===== src/rtl/uart_rx_sampler.sv =====
// uart_rx_sampler: 8N1 UART receiver with mid-bit sampling.
// Optional even parity (8E1) is enabled by defining UART_RX_PARITY_EN; the port list
// is the same in both builds and parity_err is tied low when the macro is undefined.
module uart_rx_sampler #(
  parameter int unsigned CLKS_PER_BIT = 5208
) (
  input  logic       clock,
  input  logic       reset,
  input  logic       rx,
  output logic [7:0] data_out,
  output logic       data_valid,
  output logic       frame_err,
  output logic       parity_err,
  output logic       busy
);

  localparam logic [15:0] BitEnd  = 16'(CLKS_PER_BIT - 1);
  localparam logic [15:0] HalfEnd = 16'(CLKS_PER_BIT / 2 - 1);

  typedef enum logic [2:0] {
    StIdle,
    StStart,
    StData,
`ifdef UART_RX_PARITY_EN
    StParity,
`endif
    StStop,
    StBreak
  } state_t;

  state_t      state;
  logic        rx_meta;
  logic        rx_s;
  logic [15:0] cnt;
  logic [2:0]  idx;
  logic [7:0]  sh;
`ifdef UART_RX_PARITY_EN
  logic        par_bad;
`endif

  // Two-flop synchroniser; resets to the idle (high) line level.
  always_ff @(posedge clock) begin
    if (reset) begin
      rx_meta <= 1'b1;
      rx_s    <= 1'b1;
    end else begin
      rx_meta <= rx;
      rx_s    <= rx_meta;
    end
  end

  // Frame FSM: centre-samples each bit and produces single-cycle result pulses.
  always_ff @(posedge clock) begin
    if (reset) begin
      state      <= StIdle;
      cnt        <= 16'd0;
      idx        <= 3'd0;
      sh         <= 8'd0;
      data_out   <= 8'd0;
      data_valid <= 1'b0;
      frame_err  <= 1'b0;
`ifdef UART_RX_PARITY_EN
      parity_err <= 1'b0;
      par_bad    <= 1'b0;
`endif
    end else begin
      data_valid <= 1'b0;
      frame_err  <= 1'b0;
`ifdef UART_RX_PARITY_EN
      parity_err <= 1'b0;
`endif
      case (state)
        StIdle: begin
          if (!rx_s) begin
            state <= StStart;
            cnt   <= 16'd0;
          end
        end
        StStart: begin
          if (cnt == HalfEnd) begin
            cnt <= 16'd0;
            idx <= 3'd0;
            // A start bit that is high again at its centre was a glitch.
            state <= rx_s ? StIdle : StData;
          end else begin
            cnt <= cnt + 16'd1;
          end
        end
        StData: begin
          if (cnt == BitEnd) begin
            cnt <= 16'd0;
            sh  <= {rx_s, sh[7:1]};
            if (idx == 3'd7) begin
`ifdef UART_RX_PARITY_EN
              state <= StParity;
`else
              state <= StStop;
`endif
            end else begin
              idx <= idx + 3'd1;
            end
          end else begin
            cnt <= cnt + 16'd1;
          end
        end
`ifdef UART_RX_PARITY_EN
        StParity: begin
          if (cnt == BitEnd) begin
            cnt     <= 16'd0;
            // Even parity: data bits plus parity bit must hold an even count of ones.
            par_bad <= rx_s ^ (^sh);
            state   <= StStop;
          end else begin
            cnt <= cnt + 16'd1;
          end
        end
`endif
        StStop: begin
          if (cnt == BitEnd) begin
            cnt <= 16'd0;
            if (rx_s) begin
              state <= StIdle;
`ifdef UART_RX_PARITY_EN
              if (par_bad) begin
                parity_err <= 1'b1;
              end else begin
                data_out   <= sh;
                data_valid <= 1'b1;
              end
`else
              data_out   <= sh;
              data_valid <= 1'b1;
`endif
            end else begin
              // Framing error takes precedence over any parity error.
              frame_err <= 1'b1;
              state     <= StBreak;
            end
          end else begin
            cnt <= cnt + 16'd1;
          end
        end
        StBreak: begin
          // Hold off until the line is released so a stuck-low line cannot retrigger.
          if (rx_s) begin
            state <= StIdle;
          end
        end
        default: state <= StIdle;
      endcase
    end
  end

`ifndef UART_RX_PARITY_EN
  assign parity_err = 1'b0;
`endif

  // Busy in every state except idle.
  assign busy = (state != StIdle);

endmodule


===== config.mk =====
export PLATFORM = sky130hd
export DESIGN_NAME = uart_rx_sampler
export DESIGN_NICKNAME = d
export VERILOG_FILES = /design/src/rtl/uart_rx_sampler.sv
export SDC_FILE = /design/constraint.sdc
export NUM_CORES = 1
export LEC_CHECK = 0
export ABC_AREA = 1
export BUFFER_PORTS_ARGS = -buffer_cell sky130_fd_sc_hd__buf_2
export CAP_MARGIN = 20
export CORE_ASPECT_RATIO = 2
export CORE_UTILIZATION = 50
export DETAILED_ROUTE_END_ITERATION = 8
export PLACE_DENSITY = 0.67
export SYNTH_ARGS = -nofsm -noshare
export SYNTH_HDL_FRONTEND = slang
export SYNTH_SLANG_ARGS = --single-unit

===== constraint.sdc =====
create_clock -name clock -period 2.6 [get_ports clock]
set_input_delay 0.52 -clock clock [delete_from_list [all_inputs] [get_ports clock]]
set_output_delay 0.52 -clock clock [all_outputs]
set_load 0.02 [all_outputs]

[Yosys cells after proc, flatten, opt, wreduce, memory -nomap -nowiden]
Index checks and enable logic that the tools add are counted.
Operators by class
  add/sub/neg operators: 2
  equal/unequal tests: 14
  mux-type cells: 19
  bitwise logic cells: 2
  reductions and logical operators: 11
Operators with widths (number)
  $mux 16: 3
  $pmux 16 s3: 1
  $mux 3: 10
  $add 16x1->16 const B: 1
  $eq 16x12->1 const B: 1
  $eq 16x13->1 const B: 1
  $pmux 3 s5: 1
  $ne 2x2->1 const B: 7
  $eq 3x2->1 const B: 2
  $eq 3x3->1 const B: 2
  $pmux 3 s2: 1
  $reduce_and 6->1: 1
  $reduce_bool 3->1: 2
  $reduce_and 2->1: 2
  $reduce_and 4->1: 1
  $add 3x1->3 const B: 1
  $eq 3x1->1 const B: 1
  $logic_not 3->1: 1
  $reduce_and 3->1: 1
  $reduce_or 3->1: 1
  $mux 1: 2
  $mux 2: 1
  $not 1->1: 2
  $reduce_bool 2->1: 1
  $reduce_or 2->1: 1
Storage, ports and cells
  register bits after elaboration: 42
  bits of input ports: 3
  output and inout port bits: 12
  word-level logic and storage cells: 57

[Longest topological paths before layout]
Gate-level depths: netlist (run 1).
  depth after elaboration: 4
  mapped depth: 12
  gate-level depth less buffers: 12

[Worst setup path after synthesis (run 1)]
No wires, ideal clock.
  path kind: reg2reg
  start point: register cnt[0]
  end point: register cnt[5]
  library setup time: 0.116 ns
  arrival: 1.329 ns
  data required time: 2.484 ns
  slack: 1.154 ns
  stages on the path, launching flop included: 13
  buffers on the path: 0
  period minus slack after synthesis: 1.446 ns
  cell sequence: dfxtp_1 > ha_1 > nand2_1 > inv_2 > nand2_1 > nor2_2 > nand2_1 > nand2_1 > nand2_2 > inv_2 > nand2_4 > o211ai_1 > inv_1
Between the ends
  cells in the longest elaborated chain, start to end: 3
  elaborated cells between the ends (all ways): 6
  classes of those cells: add/sub: 1; eq/ne: 2; mux: 3
RTL lines
  start: declaration: line 34  | logic [15:0] cnt;
  start signal: assignment: line 86  | cnt <= cnt + 16'd1;
  start signal: assignment: line 103  | cnt <= cnt + 16'd1;
  start signal: assignment: line 140  | cnt <= cnt + 16'd1;
  $add 16x1->16 (tied with other cells): line 86, 103, 140
  $mux 16 (on tied branches): line 90, 119, 80
  $pmux 16 s3 (*): line 72  | case (state)
Mark *: on every way between the ends. The rest lies on a longest branch, timed or not.
A chain may end at the register's enable or synchronous reset.

[Final worst setup path (run 1)]
  start point: register cnt[0]
  end point: register data_out[7]
Between the ends
  cells in the longest elaborated chain, start to end: 2
RTL lines
  $eq 16x13->1: line 119  | if (cnt == BitEnd) begin
  $reduce_and 3->1 (no line)
  end signal: assignment: line 131  | data_out <= sh;
  end: declaration: line 10  | output logic [7:0] data_out,
No other way between the ends.

==> results of run 1 <==
-- cell families after synthesis --
logic type | count (synthesis) | share of synthesized area, %
compound gates | 56 | 14.4
xor+xnor | 5 | 2.04
fa+ha+maj | 3 | 1.75
buf+inv | 51 | 10.3
flops | 42 | 39.1
other cells | 1 | 0.175
simple gates | 146 | 32.1
-- routing by layer --
| metal | share of wire (%) | track usage [%] | vias to the layer above |
|---|---|---|---|
| li1 | - | - | 995 |
| met1 | 36 | 21.3 | 874 |
| met2 | 55 | 48.0 | 40 |
| met3 | 2.7 | 3.70 | 19 |
| met4 | 5.6 | 18.4 | 0 |
| met5 | 0 | 0 | - |
-- area by class of cell --
type	count	area, µm²	area share, %
clock buffers	5	68.8	2.95
multi-input cells	211	1090	46.5
clock inverters	3	43.8	1.88
well taps	52	65.1	2.79
flip-flops and latches	42	841	36.0
repair buffers	13	65.1	2.79
inverters	44	165	7.07
-- critical path, stage by stage (launching register included) --
cell and delay [ns]:
dfxtp_1 0.38, ha_1 0.20, nand2_1 0.09, inv_2 0.08, nand3_1 0.07, nor2_1 0.14, nand2_2 0.11, nor2_4 0.32
o21ai_0 0.13, a21oi_1 0.15
-- sequential cells by signal (all words and copies together) (netlist names) --
register and flops:
cnt 16, data_out 8, sh 8, idx 3, state 3, data_valid 1, frame_err 1, rx_meta 1
rx_s 1
-- worst max path at each step --
stage                       from           to  cells past startpoint
after CTS                 cnt[0]  data_out[2]                      9
after detailed placement   reset        sh[4]                      4
after floorplan           cnt[0]       cnt[5]                     12
final                     cnt[0]  data_out[7]                      9
after global placement     reset       cnt[3]                      6
after global routing      cnt[0]  data_out[3]                      9
-- synth_stat cells, drive strengths merged --
library cell / n / area share (%)
a21o: 1 / 0.35
a21oi: 32 / 8.3
buf: 4 / 1.6
clkbuf: 3 / 0.99
conb: 1 / 0.17
dfxtp: 42 / 39
ha: 3 / 1.7
inv: 44 / 7.7
nand2: 71 / 14
nand3: 21 / 5.1
nand3b: 1 / 0.35
nand4: 6 / 1.7
nor2: 41 / 9.3
nor3: 3 / 0.70
nor3b: 1 / 0.35
o211ai: 1 / 0.35
o21ai: 21 / 5.1
o21bai: 1 / 0.35
or2: 2 / 0.58
xnor2: 1 / 0.41
xor2: 4 / 1.6
-- per-stage QoR --
step                area [µm²]  hold slack [ns]
floorplan                 2150            0.389
global placement          2220            0.395
detailed placement        2220            0.406
CTS                       2330            0.391
global route              2330            0.399
finish                    2330            0.395
-- layout by cell type, fill, tap and decap left out, types with 4 or more instances in the layout --
cell	synthesis	routed
nand2_2	8	8
a21oi_1	29	29
nor2_4	4	4
nand2_1	61	61
o21ai_0	18	18
inv_2	6	6
nor2_1	31	31
inv_1	38	38
nand4_1	6	6
xor2_1	4	4
nand3_1	20	20
nor2_2	6	6
clkbuf_8	1	5
dfxtp_1	42	42
buf_2	1	13
-- power breakdown --
group / total [mW] / internal (mW) / switching (mW) / leakage [nW]
sequential: 0.742 / 0.684 / 0.0576 / 0.340
clock: 0.519 / 0.288 / 0.231 / 0.0585
combinational: 0.676 / 0.195 / 0.481 / 0.640
==> metrics.yaml, run 1 <==
outcome:
  outcome: "finished clean"
cts:
  htreeDepth: 2
  insertion_delay_ns: 0.30
  cts-buffers-inserted: 5
  clock_sinks: 42
  cts_hold_buf: 0
  post-cts-setup-buffer-count: 0
  root_buffer: "clkbuf_8"
  post_cts_resized: 0
  cts_tree: "built"
  cts_buffer_depth: 2
  clkTransAtPathRegs_ns: 0.09
power_and_ir_drop:
  p_leak_nw: 1.04
  finalPower_mw: 1.94
  p_per_area_nw_per_um2: 830
  vdd_drop_max_v: 0.000558
global_routing:
  grt_pass1_vias: 1885
  grt_pass1_wl_um: 8390
  grt_remaining_overflow: 0
  antenna_found_initial: 0
  grt_max_degree: 26
  track_usage_pct: 24.3
run:
  drv_cap: 0
critical_path:
  rrSetupSlack_ns: 0.86
  r2r-end: "data_out[7]"
  critPathLaunchType: "flip-flop"
  path_max_fanout: 16
  cp.arrival_ns: 1.97
  regToRegStartpoint: "cnt[0]"
  cp-end-kind: "flip-flop"
  required_ns: 2.83
  rr_worst_depth: 9
  crit_type: "reg -> reg"
hold_path:
  whs_path_depth: 2
  min_from: "rx"
  hold_path.class: "in -> reg"
  whs_endpoint: "rx_meta"
finish:
  areaGrowthSynthToFinish_pct: 8.68
  fin_nets: 323
  final_util_pct: 57.1
  instances_no_fill: 370
  n_antenna_cell: 0
  layout-drive-gt1-share_pct: 17.0
  nFillCells: 405
drt:
  drtIter0Drc: 38
  num_vias: 1928
  postRouteAntennaNets: 0
  totalWireLength_um: 4910
  drt-pass1-iter-count: 4
  routed_via_density: 5.21
  wl_per_cell_um: 13.3
  drc: 0
place:
  gp_congestion: 0.916
  io_buffers: 13
  dp_hpwl_um: 3860
  dpl_worst_slack_ns: 0.825
  dp_cells: 362
sta:
  maxSlewHeadroom_pct: 54.2
  slew_violations: 0
  hold_viol: 0
  finalCriticalPeriod_ns: 1.74
  clock_skew_ns: 0.0109
  setup_slack_ns: 0.861
  period_share_pct: 66.9
  setup_viol: 0
  timing.setup.tns_ns: 0
  max_freq_mhz: 575
  rsz0062_at_grt: "false"
  worst_pin_slew_ns: 0.687
logic_synthesis:
  syn_inst: 304
  synth_warnings: 0
  syn_area_um2: 2150
  synth_cell_types: 34
  synth_seq_area_share_pct: 39.1
  synth_fp_nets: 310
  ys_ff_latch: 42
  avgSynthCellArea_um2: 7.07
floorplan:
  ios: 15
  num_rows: 33
  die_area_um2: 4580
  start_util_pct: 52.6
  die_w_um: 48.4
  die_h_um: 94.7
  core_um2: 4090
Note: power is estimated with default switching activity, not from simulation.
==> inputs of run 2 (changes only) <==
Settings changed: ABC_AREA 1 to 0.
Clock period 2.6 ns to 1.8 ns, I/O delays scaled along.
==> metrics.yaml, run 2 <==
logic_synthesis:
  post-synth-top-count-cell: "dfxtp_1"
  syn_area_um2: 2000  # -6.8%
  ys_ff_latch: 42  # unchanged
  synth_common_cells: "42 x dfxtp_1, 29 x nor2_1, 18 x mux2i_1, 16 x nand2_1, 11 x nor3_1"
  synth_cell_types: 50  # +47%
  synth_top_area_share_pct: 42.0  # +2.9 points
  synthArstFlopShare_pct: 0  # unchanged
  netlist_top_cells_area: "dfxtp_1 42%, mux2i_1 9.0%, nor2_1 5.4%"
  synth_warnings: 0  # unchanged
  synth_ff_type: "dfxtp_1"
  synth_seq_area_share_pct: 42.0  # +2.9 points
  yosysTopAreaCell: "dfxtp_1"
  avgSynthCellArea_um2: 8.98  # +27%
  syn_inst: 223  # -27%
  synth_fp_nets: 229  # -26%
  synth_edf_count: 0  # unchanged
global_routing:
  grt_pass1_vias: 1723  # -8.6%
  track_usage_pct: 24.2  # -0.049 points
  grt_max_degree: 32  # +23%
  grt_pass1_wl_um: 7620  # -9.2%
  grt_remaining_overflow: 0  # unchanged
  antenna_found_initial: 0  # unchanged
sta:
  slew_violations: 0  # unchanged
  clock_skew_ns: 0.00593  # -0.00499 ns
  setup_viol: 18  # +18
  setup_slack_ns: -0.0835  # -0.944 ns
  rsz0062_at_grt: "true"
  finalCriticalPeriod_ns: 1.88  # +0.144 ns
  max_freq_mhz: 531  # -7.6%
  hold_slack_ns: 0.250  # -0.145 ns
  period_share_pct: 105  # +38 points
  hold_viol: 0  # unchanged
run:
  drv_cap: 0  # unchanged
critical_path:
  cpLargestDelayFamily: "simple AND/OR/NAND/NOR gates"
  critPathLaunchType: "flip-flop"
  cp.arrival_ns: 2.06  # +0.09 ns
  crit_type: "reg -> reg"
  required_ns: 1.97  # -0.86 ns
  r2r-end: "data_out[1]"
  regToRegStartpoint: "cnt[10]"
  crit_slowest_cell: "or4_4"
  path_max_fanout: 7  # -9
  rr_worst_depth: 6  # -3
  timing.critical_path.buf_inv: 1  # unchanged
  worstPathCellList: "and4bb_2 > nand4_4 > or4_4 > buf_8 > mux2i_2 > nor2_1"
  cp-end-kind: "flip-flop"
  max_stage_delay_ns: 0.48  # +0.10 ns
  rrSetupSlack_ns: -0.08  # -0.94 ns
floorplan:
  die_w_um: 46.7  # -3.3%
  start_util_pct: 52.1  # -0.47 points
  core_um2: 3840  # -6.0%
  die_area_um2: 4280  # -6.6%
  ios: 15  # unchanged
  num_rows: 32  # -3.0%
  die_h_um: 91.5  # -3.4%
place:
  dp_cells: 304  # -16%
  dp_hpwl_um: 3230  # -16%
  place_area_um2: 2300  # +3.4%
  io_buffers: 13  # unchanged
  gp_congestion: 0.799  # -13%
cts:
  clkTransAtPathRegs_ns: 0.08  # about the same
  insertion_delay_ns: 0.29  # about the same
  cts_hold_buf: 0  # unchanged
  cts_buffer_depth: 2  # unchanged
  cts_tree: "built"
  htreeDepth: 2  # unchanged
  cts-buffers-inserted: 5  # unchanged
  root_buffer: "clkbuf_8"
  clock_sinks: 42  # unchanged
power_and_ir_drop:
  finalPower_mw: 1.61  # -17%
  vdd_drop_max_v: 0.000724  # +30%
  p_per_area_nw_per_um2: 641  # -23%
  p_switching_uw: 382  # -50%
  p_leak_nw: 1.13  # +9.3%
  p_sw_share_pct: 23.8  # -16 points
  internal_power_mw: 1.23  # +5.0%
  comb_power_share_pct: 3.7  # -31 points
  seq_power_share_pct: 58.2  # +20 points
  clock_power_share_pct: 38.1  # +11 points
drt:
  drc: 0  # unchanged
  drtIter0Drc: 43  # +13%
  postRouteAntennaNets: 0  # unchanged
  num_vias: 1769  # -8.2%
  totalWireLength_um: 4490  # -8.6%
  wl_per_cell_um: 14.2  # +7.1%
  drt-pass1-iter-count: 4  # unchanged
  routed_via_density: 5.60  # +7.4%
finish:
  stdcell_area_um2: 2510  # +7.4%
  fin_nets: 270  # -16%
  seq_area_um2: 845  # +0.45%
  final_common_cell: "dfxtp_1"
  instances_no_fill: 316  # -15%
  largest-register: "cnt"
  n_antenna_cell: 0  # unchanged
  final_cell_mix: "39 x dfxtp_1, 31 x buf_4, 29 x nor2_1"
  layout-drive-gt1-share_pct: 28.7  # +12 points
  areaGrowthSynthToFinish_pct: 25.2
  multi_input_area_um2: 1140  # +4.7%
  nFillCells: 343  # -15%
  largest_register_ffs: 16  # unchanged
  final_util_pct: 65.2  # +8.1 points
  reg_top3: "cnt: 16 flops, data_out: 8 flops, sh: 8 flops"
hold_path:
  hold_path.class: "in -> reg"
  min_from: "rx"
  whs_path_depth: 2  # unchanged
  whs_endpoint: "rx_meta"
outcome:
  violations: "negative setup slack"
  outcome: "finished with violations"
-- run 2: power groups by stage --
stage          sequential [mW]  combinational, mW  clock [mW]
6_report                 0.936             0.0601       0.612
5_1_grt                  0.936             0.0660       0.672
4_1_cts                  0.936             0.0595       0.634
3_5_place_dp             0.957             0.0586           0
3_3_place_gp             0.957             0.0580           0
2_1_floorplan            0.956             0.0403           0
-- run 2: area by class of cell --
| type | instances | share of cell area, % |
|---|---|---|
| clock buffer | 5 | 2.74 |
| clock inverter | 3 | 0.848 |
| inverter | 3 | 0.449 |
| multi-input combinational | 165 | 45.4 |
| sequential | 42 | 33.7 |
| tap | 51 | 2.54 |
| timing repair buffer | 47 | 14.4 |
-- run 2: worst register-to-register path, delay by kind of cell (launching register included) --
kind,cells,cell delay [ns]
flops,1,0.44
buf+inv,1,0.17
simple gates,4,0.99
mux,1,0.17
-- run 2: stage by stage --
stage	TNS [ns]	worst slack [ns]
finish	-0.443	-0.0835
global route	-3.30	-0.155
CTS	-0.326	-0.0530
detailed placement	-0.900	-0.122
global placement	-0.432	-0.0591
floorplan	0	0.00691
-- run 2: kinds of logic after synthesis --
kind of cell / after synthesis / synth area share [%]
compound gates: 37 / 13.1
simple gates: 105 / 29.2
fa+ha+maj: 3 / 1.88
other cells: 1 / 0.187
mux: 18 / 9.00
buf+inv: 16 / 4.25
xor+xnor: 1 / 0.438
flops: 42 / 42.0
-- run 2: how the worst max path moves through the flow --
| stage | slack, ns | from | depth (start not counted) | end |
|---|---|---|---|---|
| after floorplan | 0.007 | cnt[0] | 7 | data_out[7] |
| after global placement | -0.06 | cnt[1] | 7 | data_out[2] |
| after detailed placement | -0.12 | cnt[0] | 7 | data_out[6] |
| after CTS | -0.05 | cnt[1] | 7 | data_out[6] |
| after global routing | -0.15 | cnt[1] | 7 | data_out[1] |
| final | -0.08 | cnt[10] | 6 | data_out[1] |
-- run 2: per-layer routing --
metal  vias up  wire length (µm)  GRT usage, %
li1        884                 -             -
met1       845              1750          26.1
met2        28              2490          41.6
met3        12               101          4.37
met4         0               142          12.6
met5         -                 0             0
-- run 2: timing repair --
item | CTS | global route
endpoints found under the setup margin | 21 | 36
pin swaps | 5 | 4
cloned | 1 | 0
buffers inserted | 3 | 0
gates resized for setup | 12 | 5
==> inputs of run 3 (changes only) <==
Settings changed: PLACE_DENSITY 0.67 to 0.7, SLEW_MARGIN from default to 30.
Clock period 1.8 ns to 1.65 ns, I/O delays scaled along.
==> metrics.yaml, run 3 (same netlist as run 2, synthesis figures left out) <==
outcome:
  outcome: "finished with violations"
  violations: "negative setup slack"
floorplan:
  ios: 15  # unchanged
  num_rows: 32  # unchanged
  start_util_pct: 52.1  # unchanged
  die_w_um: 46.7  # unchanged
  core_um2: 3840  # unchanged
  die_h_um: 91.5  # unchanged
  die_area_um2: 4280  # unchanged
critical_path:
  cp.arrival_ns: 2.09  # +0.03 ns
  worstPathCellList: "ha_4 > and4bb_2 > a41oi_2 > a21oi_4 > buf_12 > buf_4 > or3_1 > o211ai_1"
  timing.critical_path.buf_inv: 2  # +1
  critPathLaunchType: "flip-flop"
  cpLargestDelayFamily: "simple AND/OR/NAND/NOR gates"
  required_ns: 1.87  # -0.10 ns
  path_max_fanout: 6  # -1
  cp-end-kind: "flip-flop"
  max_stage_delay_ns: 0.34  # -0.14 ns
  crit_slowest_cell: "dfxtp_2"
  crit_type: "reg -> reg"
place:
  dp_hpwl_um: 3490  # +8.1%
  io_buffers: 13  # unchanged
  gp_congestion: 0.868  # +8.6%
  dp_cells: 315  # +3.6%
  dpl_worst_slack_ns: -0.276  # -0.154 ns
global_routing:
  grt_pass1_vias: 1876  # +8.9%
  grt_pass1_wl_um: 8110  # +6.4%
  track_usage_pct: 25.5  # +1.3 points
  grt_remaining_overflow: 0  # unchanged
  antenna_found_initial: 0  # unchanged
  grt_max_degree: 32  # unchanged
sta:
  rsz0062_at_grt: "true"
  slew_violations: 0  # unchanged
  period_share_pct: 113  # +8.9 points
  max_freq_mhz: 534  # +0.58%
  setup_slack_ns: -0.223  # -0.139 ns
  setup_viol: 37  # +19
  hold_viol: 0  # unchanged
  finalCriticalPeriod_ns: 1.87  # -0.0108 ns
  clock_skew_ns: 0.00892  # +0.00298 ns
cts:
  cts_tree: "built"
  cts_buffer_depth: 2  # unchanged
  cts-buffers-inserted: 5  # unchanged
  insertion_delay_ns: 0.30  # about the same
  cts_hold_buf: 0  # unchanged
  htreeDepth: 2  # unchanged
  clkTransAtPathRegs_ns: 0.08  # about the same
  root_buffer: "clkbuf_8"
  clock_sinks: 42  # unchanged
drt:
  totalWireLength_um: 5170  # +15%
  drt-pass1-iter-count: 4  # unchanged
  num_vias: 1885  # +6.6%
  wl_per_cell_um: 15.5  # +9.3%
  drtIter0Drc: 52  # +21%
  drc: 0  # unchanged
  postRouteAntennaNets: 0  # unchanged
  routed_via_density: 5.66  # +1.1%
finish:
  final_cell_mix: "43 x buf_4, 39 x dfxtp_1, 26 x nor2_1"
  n_antenna_cell: 0  # unchanged
  instances_no_fill: 333  # +5.4%
  layout-drive-gt1-share_pct: 39.0  # +10 points
  largest_register_ffs: 16  # unchanged
  areaGrowthSynthToFinish_pct: 38.1
  largest-register: "cnt"
  reg_top3: "cnt: 16 flops, data_out: 8 flops, sh: 8 flops"
  fin_nets: 287  # +6.3%
  final_common_cell: "buf_4"
power_and_ir_drop:
  p_per_area_nw_per_um2: 638  # -0.45%
  vdd_drop_max_v: 0.000626  # -14%
  p_leak_nw: 1.24  # +9.1%
hold_path:
  hold_path.class: "in -> reg"
run:
  drv_cap: 0  # unchanged
[run 3: what timing repair did]
item,4_1_cts,5_1_grt
cloned,0,1
pin swaps,8,15
resized for setup,17,27
buffers inserted,6,3
endpoints found under the setup margin,39,41
[run 3: cell type report]
cell class | instances | area [µm²]
inverters | 3 | 11.3
flip-flops and latches | 42 | 845
clock inverters | 2 | 13.8
clock buffers | 6 | 72.6
repair buffers | 64 | 514
well taps | 51 | 63.8
fillers | 302 | 1080
multi-input cells | 165 | 1240
[run 3: power breakdown]
| part | internal, mW | switching [mW] | total (mW) |
|---|---|---|---|
| Sequential | 1.02 | 0.00340 | 1.02 |
| Clock | 0.298 | 0.355 | 0.654 |
| Combinational | 0.0376 | 0.0531 | 0.0907 |
[run 3: worst paths after layout]
kind	start	to	slack [ns]	cells past startpoint
setup / recovery	cnt[1]	cnt[9]	-0.22	8
hold / removal	rx	rx_meta	0.20	2
setup reg to reg	cnt[1]	cnt[9]	-0.22	8
hold reg to reg	rx_meta	rx_s	0.43	1
[run 3: routing by layer]
layer / routed length, µm / track usage (%) / vias up / part of all wire, %
li1: - / - / 921 / -
met1: 1760 / 24.4 / 895 / 34
met2: 3020 / 47.3 / 47 / 58
met3: 158 / 3.78 / 22 / 3.1
met4: 225 / 12.9 / 0 / 4.3
met5: 0 / 0 / - / 0
[run 3: worst register-to-register path: cells and delay by family (launching register included)]
family                   cells  cell delay, ns
AND/OR/NAND/NOR              2            0.61
AO/OA/AOI/OAI                3            0.37
flip-flops                   1            0.34
buffers and inverters        2            0.30
adder cells (fa/ha/maj)      1            0.16
[run 3: stage by stage]
stage               power (mW)  util (%)  instance area (µm²)  hold slack (ns)  TNS (ns)
finish                    1.76      71.9                 2760            0.203     -5.56
global route              1.82      71.9                 2760            0.218     -8.66
CTS                       1.76      68.0                 2620            0.202     -4.25
detailed placement        1.11      62.1                 2390            0.412     -5.28
global placement          1.11      62.1                 2390            0.418     -3.53
floorplan                 1.09         -                 2040            0.389    -0.662
